`src/rtl/cordic_log_pkg.sv`:
```
// Shared types and constants for the hyperbolic-CORDIC logarithm input stage.
//  - err_t      : per-operand classification carried with each FIFO entry
//  - FP_*       : IEEE-754 single-precision field geometry
//  - entry_t    : layout of one FIFO entry at the default widths
//                 (DATA_W=32, TAG_W=4); the stage declares the same field
//                 order with its own parameter widths.
package cordic_log_pkg;

  localparam int FP_EXP_W     = 8;
  localparam int FP_MAN_W     = 23;
  localparam int FP_BIAS      = 127;
  localparam int EXP_OUT_W    = 9;
  localparam int LZ_W         = 5;
  localparam int ENTRY_DATA_W = 32;
  localparam int ENTRY_TAG_W  = 4;

  typedef enum logic [1:0] {
    ERR_OK      = 2'd0,
    ERR_ZERO    = 2'd1,
    ERR_NEG     = 2'd2,
    ERR_INF_NAN = 2'd3
  } err_t;

  typedef struct packed {
    logic [ENTRY_DATA_W-1:0] x;
    logic [ENTRY_DATA_W-1:0] y;
    logic [EXP_OUT_W-1:0]    exp;
    err_t                    err;
    logic [ENTRY_TAG_W-1:0]  tag;
  } entry_t;

endpackage

```
`src/rtl/cordic_lzc23.sv`:
```
// Combinational 23-bit leading-zero counter used to normalise subnormal
// mantissas. Only instantiated when DENORM_EN is defined.
//  i_f  : 23-bit mantissa field
//  o_lz : number of leading zeros (23 when i_f is all zero)
module cordic_lzc23
  import cordic_log_pkg::*;
(
  input  logic [FP_MAN_W-1:0] i_f,
  output logic [LZ_W-1:0]     o_lz
);

  // Later (higher) bits overwrite earlier ones, so the MSB-most one wins.
  always_comb begin
    o_lz = LZ_W'(FP_MAN_W);
    for (int i = 0; i < FP_MAN_W; i++) begin
      if (i_f[i]) begin
        o_lz = LZ_W'(FP_MAN_W - 1 - i);
      end
    end
  end

endmodule

```
`src/rtl/cordic_log_input_stage.sv`:
```
// Front end of the hyperbolic-CORDIC logarithm datapath.
// Classifies IEEE-754 single operands, forms CORDIC seeds x = M+1, y = M-1
// and the unbiased exponent, and buffers results in a DEPTH-entry FIFO.
// Optional feature macro: DENORM_EN (normalise positive subnormals; when
// undefined every e==0 operand flushes to ZERO and no LZC is built).
// Ports:
//  clk, reset_n          clock, async active-low reset
//  in_valid/in_ready     operand handshake; in_fp operand, in_tag sideband
//  out_valid/out_ready   FIFO head handshake
//  out_x/out_y/out_exp   seeds and exponent of the head entry
//  out_err/out_tag       classification and tag of the head entry
//  count                 FIFO occupancy
module cordic_log_input_stage
  import cordic_log_pkg::*;
#(
  parameter int DATA_W = 32,
  parameter int FRAC_W = 25,
  parameter int DEPTH  = 4,
  parameter int TAG_W  = 4
)
(
  input  logic                     clk,
  input  logic                     reset_n,
  input  logic                     in_valid,
  output logic                     in_ready,
  input  logic [31:0]              in_fp,
  input  logic [TAG_W-1:0]         in_tag,
  output logic                     out_valid,
  input  logic                     out_ready,
  output logic [DATA_W-1:0]        out_x,
  output logic [DATA_W-1:0]        out_y,
  output logic [EXP_OUT_W-1:0]     out_exp,
  output logic [1:0]               out_err,
  output logic [TAG_W-1:0]         out_tag,
  output logic [$clog2(DEPTH):0]   count
);

  localparam int AW = $clog2(DEPTH);

  typedef struct packed {
    logic [DATA_W-1:0]    x;
    logic [DATA_W-1:0]    y;
    logic [EXP_OUT_W-1:0] exp;
    err_t                 err;
    logic [TAG_W-1:0]     tag;
  } fifo_entry_t;

  logic                w_s;
  logic [FP_EXP_W-1:0] w_e;
  logic [FP_MAN_W-1:0] w_f;

  assign w_s = in_fp[31];
  assign w_e = in_fp[30:23];
  assign w_f = in_fp[22:0];

`ifdef DENORM_EN
  logic [LZ_W-1:0]      w_lz;
  logic [FP_MAN_W-1:0]  w_f_norm;
  logic [EXP_OUT_W-1:0] w_exp_sub;

  cordic_lzc23 u_lzc (
    .i_f  (w_f),
    .o_lz (w_lz)
  );

  // Shift out the leading one as well, leaving the implicit-one fraction.
  assign w_f_norm  = FP_MAN_W'(w_f << (w_lz + LZ_W'(1)));
  assign w_exp_sub = EXP_OUT_W'(-FP_BIAS) - EXP_OUT_W'(w_lz);
`endif

  fifo_entry_t          w_ent;
  logic                 w_ok;
  logic [FP_MAN_W-1:0]  w_man;
  logic [EXP_OUT_W-1:0] w_exp;

  always_comb begin
    w_ent     = '0;
    w_ent.tag = in_tag;
    w_ent.err = ERR_OK;
    w_ok      = 1'b0;
    w_man     = w_f;
    w_exp     = {1'b0, w_e} - EXP_OUT_W'(FP_BIAS);

    if (w_e == '1) begin
      w_ent.err = ERR_INF_NAN;
    end else if (w_e == '0) begin
`ifdef DENORM_EN
      if (w_f == '0) begin
        w_ent.err = ERR_ZERO;
      end else if (w_s) begin
        w_ent.err = ERR_NEG;
      end else begin
        w_ok  = 1'b1;
        w_man = w_f_norm;
        w_exp = w_exp_sub;
      end
`else
      w_ent.err = ERR_ZERO;
`endif
    end else if (w_s) begin
      w_ent.err = ERR_NEG;
    end else begin
      w_ok = 1'b1;
    end

    if (w_ok) begin
      w_ent.y   = DATA_W'(w_man) << (FRAC_W - FP_MAN_W);
      w_ent.x   = w_ent.y | (DATA_W'(2) << FRAC_W);
      w_ent.exp = w_exp;
    end
  end

  // Pointers carry one extra bit so full and empty differ at equal indices.
  logic [AW:0]  r_wr_ptr;
  logic [AW:0]  r_rd_ptr;
  fifo_entry_t  r_mem [DEPTH];
  logic [AW:0]  w_count;
  logic         w_push;
  logic         w_pop;
  fifo_entry_t  w_head;

  assign w_count   = r_wr_ptr - r_rd_ptr;
  assign count     = w_count;
  assign in_ready  = (w_count != (AW+1)'(DEPTH));
  assign out_valid = (w_count != '0);
  assign w_push    = in_valid & in_ready;
  assign w_pop     = out_valid & out_ready;

  always_ff @(posedge clk or negedge reset_n) begin
    if (!reset_n) begin
      r_wr_ptr <= '0;
      r_rd_ptr <= '0;
    end else begin
      if (w_push) r_wr_ptr <= r_wr_ptr + (AW+1)'(1);
      if (w_pop)  r_rd_ptr <= r_rd_ptr + (AW+1)'(1);
    end
  end

  // Storage needs no reset: the outputs are masked whenever the FIFO is empty.
  always_ff @(posedge clk) begin
    if (w_push) r_mem[r_wr_ptr[AW-1:0]] <= w_ent;
  end

  always_comb begin
    w_head = '0;
    if (out_valid) w_head = r_mem[r_rd_ptr[AW-1:0]];
  end

  assign out_x   = w_head.x;
  assign out_y   = w_head.y;
  assign out_exp = w_head.exp;
  assign out_err = w_head.err;
  assign out_tag = w_head.tag;

endmodule

```
`config.mk`:
```
export PLATFORM = sky130hd
export DESIGN_NAME = cordic_log_input_stage
export DESIGN_NICKNAME = d
export VERILOG_FILES = /design/src/rtl/cordic_log_pkg.sv /design/src/rtl/cordic_lzc23.sv /design/src/rtl/cordic_log_input_stage.sv
export SDC_FILE = /design/constraint.sdc
export NUM_CORES = 1
export LEC_CHECK = 0
export CORE_MARGIN = 5
export CORE_UTILIZATION = 53
export CTS_CLUSTER_SIZE = 16
export DETAILED_ROUTE_END_ITERATION = 6
export GPL_TIMING_DRIVEN = 0
export PLACE_DENSITY = 0.83
export SYNTH_ARGS = -nofsm -noshare
export SYNTH_HDL_FRONTEND = slang
export SYNTH_SLANG_ARGS = --single-unit
```
`constraint.sdc`:
```
create_clock -name clk -period 4.5 [get_ports clk]
set_clock_uncertainty 0.15 [all_clocks]
set_input_delay 0.45 -clock clk [delete_from_list [all_inputs] [get_ports clk]]
set_output_delay 0.45 -clock clk [all_outputs]
set_load 0.1 [all_outputs]
```
==> flow_summary.toml, run 1 <==
[run_status]
outcome = "finished, final reports clean"

[setup_path]
crit_path_max_fanout = 10
slowest_delay_ps = 1130
cp_slowest_cell = "clkdlybuf4s50_1"
crit_path_end_kind = "output port"
path_buf_inv = 3
start_kind = "flop"
crit_chain = "inv_1 -> ha_1 -> fa_1 -> xor3_1 -> nor2_1 -> buf_2 -> nor2b_1 -> clkdlybuf4s50_1"
path_class = "flop to output port"
cp_top_family = "buffers and inverters"
crit_arrival_ps = 3750
crit_required_ps = 3900

[place]
gp_congestion = 0.8130
port_buffers = 104
hpwl_um = 9927

[floorplanning]
die_h_um = 126.1
io_pins = 124
fp.dieArea_sq_um = 15910
die_w_um = 126.1
coreArea_sq_um = 13240
initial_core_util_pct = 53.98
std_cell_rows = 42

[timing]
slew_headroom_pct = 26.39
setup_viol = 0
timing.final.crit_share_pct = 96.57
period_needed_ps = 4346
holdWs_ps = 135.0
setup_tns_ps = 0
fmax_mhz = 230.1
hold_viol_final = 0
drv_slew = 0
worstMarginPinSlew_ps = 1076
rsz0062_at_grt = "false"

[route]
routed_wl_um = 15070
drc = 0
ant_nets = 0
num_vias = 4092
drt_iter0_drc = 293
drtPass1Iterations = 5
vias_per_cell = 5.575
post_drt_wl_per_cell_um = 20.54

[grt]
grt_max_degree = 32
grtUsageTotal_pct = 19.24
grt_antenna_before_repair = 0
grt_overflow = 0
grt_pass1_vias = 4278
grt_pass1_wl_um = 23230

[cts]
post_cts_buffers = 0
clockBufferDepth = 2
cts.sinks = 162
cts_tree = "built"
clk_pin_slew_ps = 60
clk_latency_ps = 420
cts_buffers = 17
cts_root_buf = "clkbuf_16"
cts_hold_buf = 0
h-tree-depth = 4

[synth]
synth_flop_cell = "edfxtp_1"
yosys_register_bits = 162
synth_area_per_cell_sq_um = 17.78
synth-xor-area-share_pct = 1.190
synth-simple-area-share_pct = 9.225
synth_warnings = 0
synth_compound_area_share_pct = 1.208
synth_fa_ha_area_share_pct = 1.680
synth_seq_area_share_pct = 67.64
synth_cell_types = 36
synth_edf_count = 156
syn_area_sq_um = 7148
async_flop_share_pct = 3.704
synth_top_family_by_area = "multiplexers"
synth.area.mux_share_pct = 12.60
netlist_instances = 402

[run]
cap_violations = 0

[final_layout]
drive_gt1_share_pct = 24.01
syn2layout_area_growth_pct = 27.78
num_antenna_cells = 0
multi_input_area_sq_um = 1931
fill_cells = 908
mostFrequentLayoutCells = "edfxtp_1 (156), clkdlybuf4s50_1 (45), buf_4 (40), mux4_2 (39), nor2b_1 (39)"
seqCellArea_sq_um = 4835
layout.cells.most_common = "edfxtp_1"
fin_nets = 594

[min_path]
hold_path_class = "input port to asynchronous set/reset pin"
==> state kept, by name, indices dropped and copies added, names as in the netlist <==
register	count
r_rd_ptr	3
r_wr_ptr	3
r_mem	156
==> cell type report <==
type                       instances  share of cell area (%)
buffer                            64                   4.644
clock buffer                      17                   4.658
timing repair buffer             108                   12.75
sequential                       162                   52.93
multi-input combinational        183                   21.14
clock inverter                    15                   1.096
tap                              176                   2.411
inverter                           9                  0.3699
==> cell families (layout without fill, tap and decap cells) <==
group / count (synthesis) / in the layout
compound gates: 12 / 12
xor+xnor: 8 / 8
fa+ha+maj: 9 / 9
buf+inv: 73 / 213
flops: 162 / 162
mux: 41 / 41
other cells: 1 / 17
simple gates: 96 / 96
==> metal layers <==
metal | track usage (%) | vias up | routed length [um]
met5 | 0 | - | 0
met4 | 6.940 | 0 | 274
met3 | 5.038 | 29 | 1247
met2 | 32.52 | 220 | 7653
met1 | 24.11 | 2034 | 5897
li1 | - | 1809 | -
==> synthesized netlist by cell type (all sizes together) (2+ instances only) <==
master | number | area [sq um]
dfrtp | 6 | 150.1
mux2 | 2 | 22.52
and3 | 3 | 18.77
nor4 | 5 | 46.29
nor4b | 25 | 219.0
a2111oi | 3 | 26.28
inv | 9 | 33.78
a211o | 2 | 17.52
o21ai | 4 | 20.02
xor2 | 2 | 17.52
xnor2 | 5 | 43.79
nor2 | 2 | 7.510
edfxtp | 156 | 4684
nand3 | 3 | 15.01
mux4 | 39 | 878.3
nor2b | 39 | 244.0
nand2 | 6 | 22.52
clkbuf | 12 | 45.04
buf | 52 | 379.1
nor3 | 6 | 35.03
or3 | 3 | 18.77
ha | 8 | 100.1
==> worst paths after layout <==
kind / start / endpoint / slack, ps / cells after the start
worst max register to register: r_wr_ptr[0]$_DFFE_PN0P_ / r_mem[1][56]$_DFFE_PP_ / 1470 / 7
min in group clk: r_wr_ptr[0]$_DFFE_PN0P_ / r_wr_ptr[0]$_DFFE_PN0P_ / 420 / 1
worst min-delay path: reset_n / r_wr_ptr[0]$_DFFE_PN0P_ / 140 / 1
worst min register to register: r_wr_ptr[0]$_DFFE_PN0P_ / r_wr_ptr[0]$_DFFE_PN0P_ / 420 / 1
max in group asynchronous: reset_n / r_wr_ptr[2]$_DFFE_PN0P_ / 3820 / 1
worst max-delay path: r_wr_ptr[0]$_DFFE_PN0P_ / out_x[26] / 150 / 8
==> per-stage QoR <==
| stage | area, sq um | std cells | setup WS (ps) | utilization, % |
|---|---|---|---|---|
| 3_3_place_gp | 8469 | 698 | -845.4 | 63.96 |
| 3_5_place_dp | 8564 | 702 | 389.1 | 64.67 |
| 4_1_cts | 9055 | 734 | 12.13 | 68.38 |
| 5_1_grt | 9134 | 734 | 4.583 | 68.97 |
| 6_report | 9134 | 734 | 154.4 | 68.97 |
| 2_1_floorplan | 7208 | 418 | -442.9 | - |
==> timing repair <==
item | CTS | global route
endpoints found under the setup margin | 28 | 32
endpoints found under the hold margin | 0 | 0
resized for setup | 28 | 32
Power of run 1 is left out: the tool's default activity adds up to more than one toggle a clock period on the data nets, which glitch-free logic cannot reach.
==> run 2: changes to the inputs <==
--- a/config.mk
+++ b/config.mk
@@ -6,11 +6,12 @@
 export NUM_CORES = 1
 export LEC_CHECK = 0
 export CORE_MARGIN = 5
-export CORE_UTILIZATION = 53
-export CTS_CLUSTER_SIZE = 16
+export CORE_UTILIZATION = 28
+export CTS_CLUSTER_SIZE = 30
 export DETAILED_ROUTE_END_ITERATION = 6
+export DONT_BUFFER_PORTS = 1
 export GPL_TIMING_DRIVEN = 0
-export PLACE_DENSITY = 0.83
+export PLACE_DENSITY = 0.44
 export SYNTH_ARGS = -nofsm -noshare
 export SYNTH_HDL_FRONTEND = slang
 export SYNTH_SLANG_ARGS = --single-unit
==> run 2 against run 1 <==
Net effect:
- design area is 1.3% higher
- non-clock buffer count shrank 52
- register-to-register slack lost 1000 ps
- wire length rose by 11%
- sequential share of layout area fell by 0.67 points
- first-iteration DRC count shrank 40%
- worst hold slack got worse by 6.4 ps
- via count is 7.4% lower
- setup slack gained 140 ps
- cell count rose by 14%
- clock-buffer cell count up 2
- critical path depth is 2 higher
==> flow_summary.toml, run 2 (synthesized netlist as in run 1, its figures left out) <==
[run_status]
outcome = "finished, final reports clean"

[timing]
period_needed_ps = 4205
worstMarginPinSlew_ps = 1168
setup_viol = 0
drv_slew = 0
slew_headroom_pct = 20.14
timing.final.crit_share_pct = 93.45
fmax_mhz = 237.8
rsz0062_at_grt = "false"
hold_viol_final = 0

[cts]
clk_pin_slew_ps = 60
clockBufferDepth = 2
cts_root_buf = "clkbuf_16"
clk_latency_ps = 410
post_cts_buffers = 0
h-tree-depth = 4
cts_tree = "built"
cts.sinks = 162
cts_buffers = 17

[route]
drt_iter0_drc = 177
drc = 0
routed_wl_um = 16750
vias_per_cell = 4.533
drtPass1Iterations = 4
ant_nets = 0
num_vias = 3790
post_drt_wl_per_cell_um = 20.03

[place]
hpwl_um = 11260
gp_congestion = 0.7050
port_buffers = 0

[setup_path]
slowest_delay_ps = 560
path_class = "flop to output port"
start_kind = "flop"
crit_required_ps = 3900
crit_chain = "inv_1 -> ha_1 -> fa_1 -> xor3_4 -> nor2_1 -> buf_2 -> nor2b_2 -> buf_16 -> buf_1 -> buf_4"
cp_slowest_cell = "xor3_4"
crit_arrival_ps = 3610
path_buf_inv = 5
crit_path_end_kind = "output port"
cp_top_family = "buffers and inverters"
crit_path_max_fanout = 10

[final_layout]
final_util_pct = 36.73
syn2layout_area_growth_pct = 29.41
mostFrequentLayoutCells = "edfxtp_1 (156), buf_4 (40), mux4_2 (39), nor2b_2 (34), nor4b_1 (25)"
fin_nets = 542
largest_register_ffs = 156
layout.cells.most_common = "edfxtp_1"
num_antenna_cells = 0
drive_gt1_share_pct = 39.13

[grt]
grt_antenna_before_repair = 2
grt_pass1_vias = 4061
grt_overflow = 0
grt_max_degree = 26
grtUsageTotal_pct = 11.82
grt_pass1_wl_um = 24920

[floorplanning]
die_w_um = 169.8
coreArea_sq_um = 25180
die_h_um = 169.8
initial_core_util_pct = 28.39
io_pins = 124
std_cell_rows = 58
fp.dieArea_sq_um = 28820

[run]
cap_violations = 0

[min_path]
hold_path_class = "input port to flop"
run 2: cell types whose count changed in the layout (fill, tap and decap cells not counted), sizes merged, moves of 2 or more:
| cell | change |
|---|---|
| dlygate4sd3 | +5 |
| clkbuf | +2 |
| clkinv | -6 |
| buf | +47 |
| bufinv | +3 |
| dlymetal6s2s | -31 |
| dlygate4sd2 | -27 |
| clkdlybuf4s50 | -45 |
run 2: per-stage QoR:
stage	setup slack (ps)	instance area, sq um	hold WS, ps	TNS, ps	std cells
2_1_floorplan	-442.9	7208	4.409	-10190	418
3_3_place_gp	-2102	7621	4.599	-229390	748
3_5_place_dp	-289.7	8553	4.546	-20420	799
4_1_cts	5.817	9223	103.6	0	836
5_1_grt	68.52	9250	101.1	0	836
6_report	294.5	9250	128.6	0	836
run 2: path summary, 6_finish.rpt:
path | startpoint | to | slack [ps] | cells past startpoint
min in group asynchronous | reset_n | r_rd_ptr[0]$_DFFE_PN0P_ | 200 | 1
max in group asynchronous | reset_n | r_rd_ptr[2]$_DFFE_PN0P_ | 3770 | 1
min reg2reg | r_wr_ptr[0]$_DFFE_PN0P_ | r_wr_ptr[0]$_DFFE_PN0P_ | 410 | 1
max | r_wr_ptr[0]$_DFFE_PN0P_ | out_y[10] | 290 | 10
max reg2reg | r_wr_ptr[0]$_DFFE_PN0P_ | r_mem[0][56]$_DFFE_PP_ | 460 | 7
min | in_fp[30] | r_mem[3][14]$_DFFE_PP_ | 130 | 1
run 2: metal layers:
layer | GRT usage [%] | part of all wire [%]
met4 | 2.975 | 1.3
met2 | 20.02 | 51
met3 | 4.403 | 7.3
met1 | 14.33 | 41
met5 | 0 | 0.11
run 2: layout make-up:
cell class / instances / area [sq um]
sequential: 162 / 4835
timing repair buffer: 56 / 869.6
buffer: 64 / 424.2
inverter: 9 / 33.78
clock buffer: 19 / 432.9
clock inverter: 13 / 185.2
fill: 2335 / 15930
multi-input combinational: 183 / 2057
tap: 330 / 412.9
run 2: timing repair:
action | 4_1_cts | 5_1_grt
pin swaps | 0 | 0
hold buffers | 5 | 0
endpoints found under the setup margin | 159 | 18
resized for setup | 1 | 6
endpoints found under the hold margin | 22 | 0
Power of run 2 is left out for the same reason.
==> run 3: changes to the inputs <==
--- a/config.mk
+++ b/config.mk
@@ -7,6 +7,8 @@
 export LEC_CHECK = 0
 export CORE_MARGIN = 5
 export CORE_UTILIZATION = 28
+export CTS_BUF_LIST = sky130_fd_sc_hd__clkbuf_4
+export CTS_CLUSTER_DIAMETER = 50
 export CTS_CLUSTER_SIZE = 30
 export DETAILED_ROUTE_END_ITERATION = 6
 export DONT_BUFFER_PORTS = 1
==> run 3 against run 2 <==
Net effect:
- first-iteration DRC count grew 35%
- sequential share of layout area grew 1.1 points
- via count grew 0.18%
- wire length shrank 0.29%
- critical path depth shrank 3
- largest cell class unchanged
- critical endpoint is now out_err[0]
- worst hold slack lost 47 ps
- core utilization shrank 0.78 points
- die area is the same
- design area shrank 2.1%
==> flow_summary.toml, run 3 (synthesized netlist as in run 1, its figures left out) <==
[setup_path]
crit_chain = "inv_1 -> ha_1 -> fa_1 -> xor3_4 -> nor2_2 -> buf_2 -> nor2b_2"
cp_slowest_cell = "nor2b_2"
crit_required_ps = 3900
crit_path_max_fanout = 10
crit_arrival_ps = 3630
slowest_delay_ps = 910
start_kind = "flop"
path_buf_inv = 2
cp_top_family = "simple AND/OR/NAND/NOR gates"
crit_path_end_kind = "output port"
path_class = "flop to output port"

[cts]
clk_latency_ps = 540
clockBufferDepth = 2
clk_pin_slew_ps = 140
cts_root_buf = "clkbuf_4"
h-tree-depth = 4
cts.sinks = 162
post_cts_buffers = 0
cts_buffers = 17
cts_tree = "built"

[route]
drt_iter0_drc = 239
vias_per_cell = 4.483
drtPass1Iterations = 6
ant_nets = 0
num_vias = 3797
post_drt_wl_per_cell_um = 19.71
drc = 0
routed_wl_um = 16700

[place]
post-place-cells = 799
gp_congestion = 0.7050
port_buffers = 0
place_area_sq_um = 8553
hpwl_um = 11260

[grt]
grt_max_degree = 26
grt.met3_usage_pct = 4.123
grt_pass1_wl_um = 24830
grt_antenna_before_repair = 2
grt_pass1_vias = 4054
met1_usage_pct = 14.12
grtUsageTotal_pct = 11.76
grtUsageMet2_pct = 20.15
top_usage_layer = "met2"
grt_overflow = 0

[final_layout]
fin_area_sq_um = 9055
fill_cells = 2366
largest_register_ffs = 156
layout.cells.most_common = "edfxtp_1"
syn2layout_area_growth_pct = 26.68
fin_nets = 552
mostFrequentLayoutCells = "edfxtp_1 (156), buf_4 (40), mux4_2 (39), nor2b_2 (36), nor4b_1 (25)"
final-instance-count-excl-fill = 847
drive_gt1_share_pct = 38.95
final_util_pct = 35.96

[run]
cap_violations = 0

[timing]
holdWs_ps = 81.42
worstMarginPinSlew_ps = 1166
timing.final.crit_share_pct = 94.00
hold_viol_final = 0
period_needed_ps = 4230
setup_viol = 0
fmax_mhz = 236.4
drv_slew = 0
rsz0062_at_grt = "false"
slew_headroom_pct = 20.27

[min_path]
hold_path_class = "input port to flop"

[floorplanning]
coreArea_sq_um = 25180
die_h_um = 169.8
io_pins = 124
fp.dieArea_sq_um = 28820
die_w_um = 169.8
std_cell_rows = 58
initial_core_util_pct = 28.39

[run_status]
outcome = "finished, final reports clean"
-- run 3: cell type report --
type                            instances  area (sq um)  area share, %
Sequential cell                       162          4835          53.39
Multi-Input combinational cell        183          2049          22.63
Timing Repair Buffer                   66         969.7          10.71
Buffer                                 64         424.2          4.684
Tap cell                              330         412.9          4.560
Clock inverter                         13         185.2          2.045
Clock buffer                           19         142.6          1.575
Inverter                                9         33.78         0.3731
Antenna cell                            1         2.502        0.02764
-- run 3: timing repair --
item / 4_1_cts / 5_1_grt
gates resized for setup: 6 / 0
hold buffers: 10 / 5
endpoints found under the hold margin: 33 / 19
endpoints found under the setup margin: 181 / 0
-- run 3: layer usage --
layer  share of wire, %  up-vias  routed length, um
li1                   -     1724                  -
met1                 41     1950               6868
met2                 51      109               8592
met3                6.5       12               1079
met4               0.86        2                144
met5              0.066        -                 11
-- run 3: metrics by stage --
| stage | setup WS (ps) | setup TNS [ps] |
|---|---|---|
| after CTS | 90.48 | 0 |
| final | 270.0 | 0 |
| after floorplan | -442.9 | -10190 |
| after global routing | 0.08127 | 0 |
| after global placement | -2102 | -229390 |
| after detailed placement | -289.7 | -20420 |
-- run 3: path summary, 6_finish.rpt --
check / from / endpoint / slack [ps] / cells past startpoint
worst max-delay path: r_wr_ptr[0]$_DFFE_PN0P_ / out_err[0] / 270 / 7
worst min-delay path: in_fp[0] / r_mem[3][49]$_DFFE_PP_ / 80 / 1
worst max register to register: r_wr_ptr[0]$_DFFE_PN0P_ / r_mem[1][56]$_DFFE_PP_ / 470 / 7
worst min register to register: r_wr_ptr[0]$_DFFE_PN0P_ / r_wr_ptr[0]$_DFFE_PN0P_ / 390 / 1
max in group asynchronous: reset_n / r_rd_ptr[2]$_DFFE_PN0P_ / 3380 / 2
min in group asynchronous: reset_n / r_rd_ptr[0]$_DFFE_PN0P_ / 590 / 2
Power of run 3 is left out for the same reason.
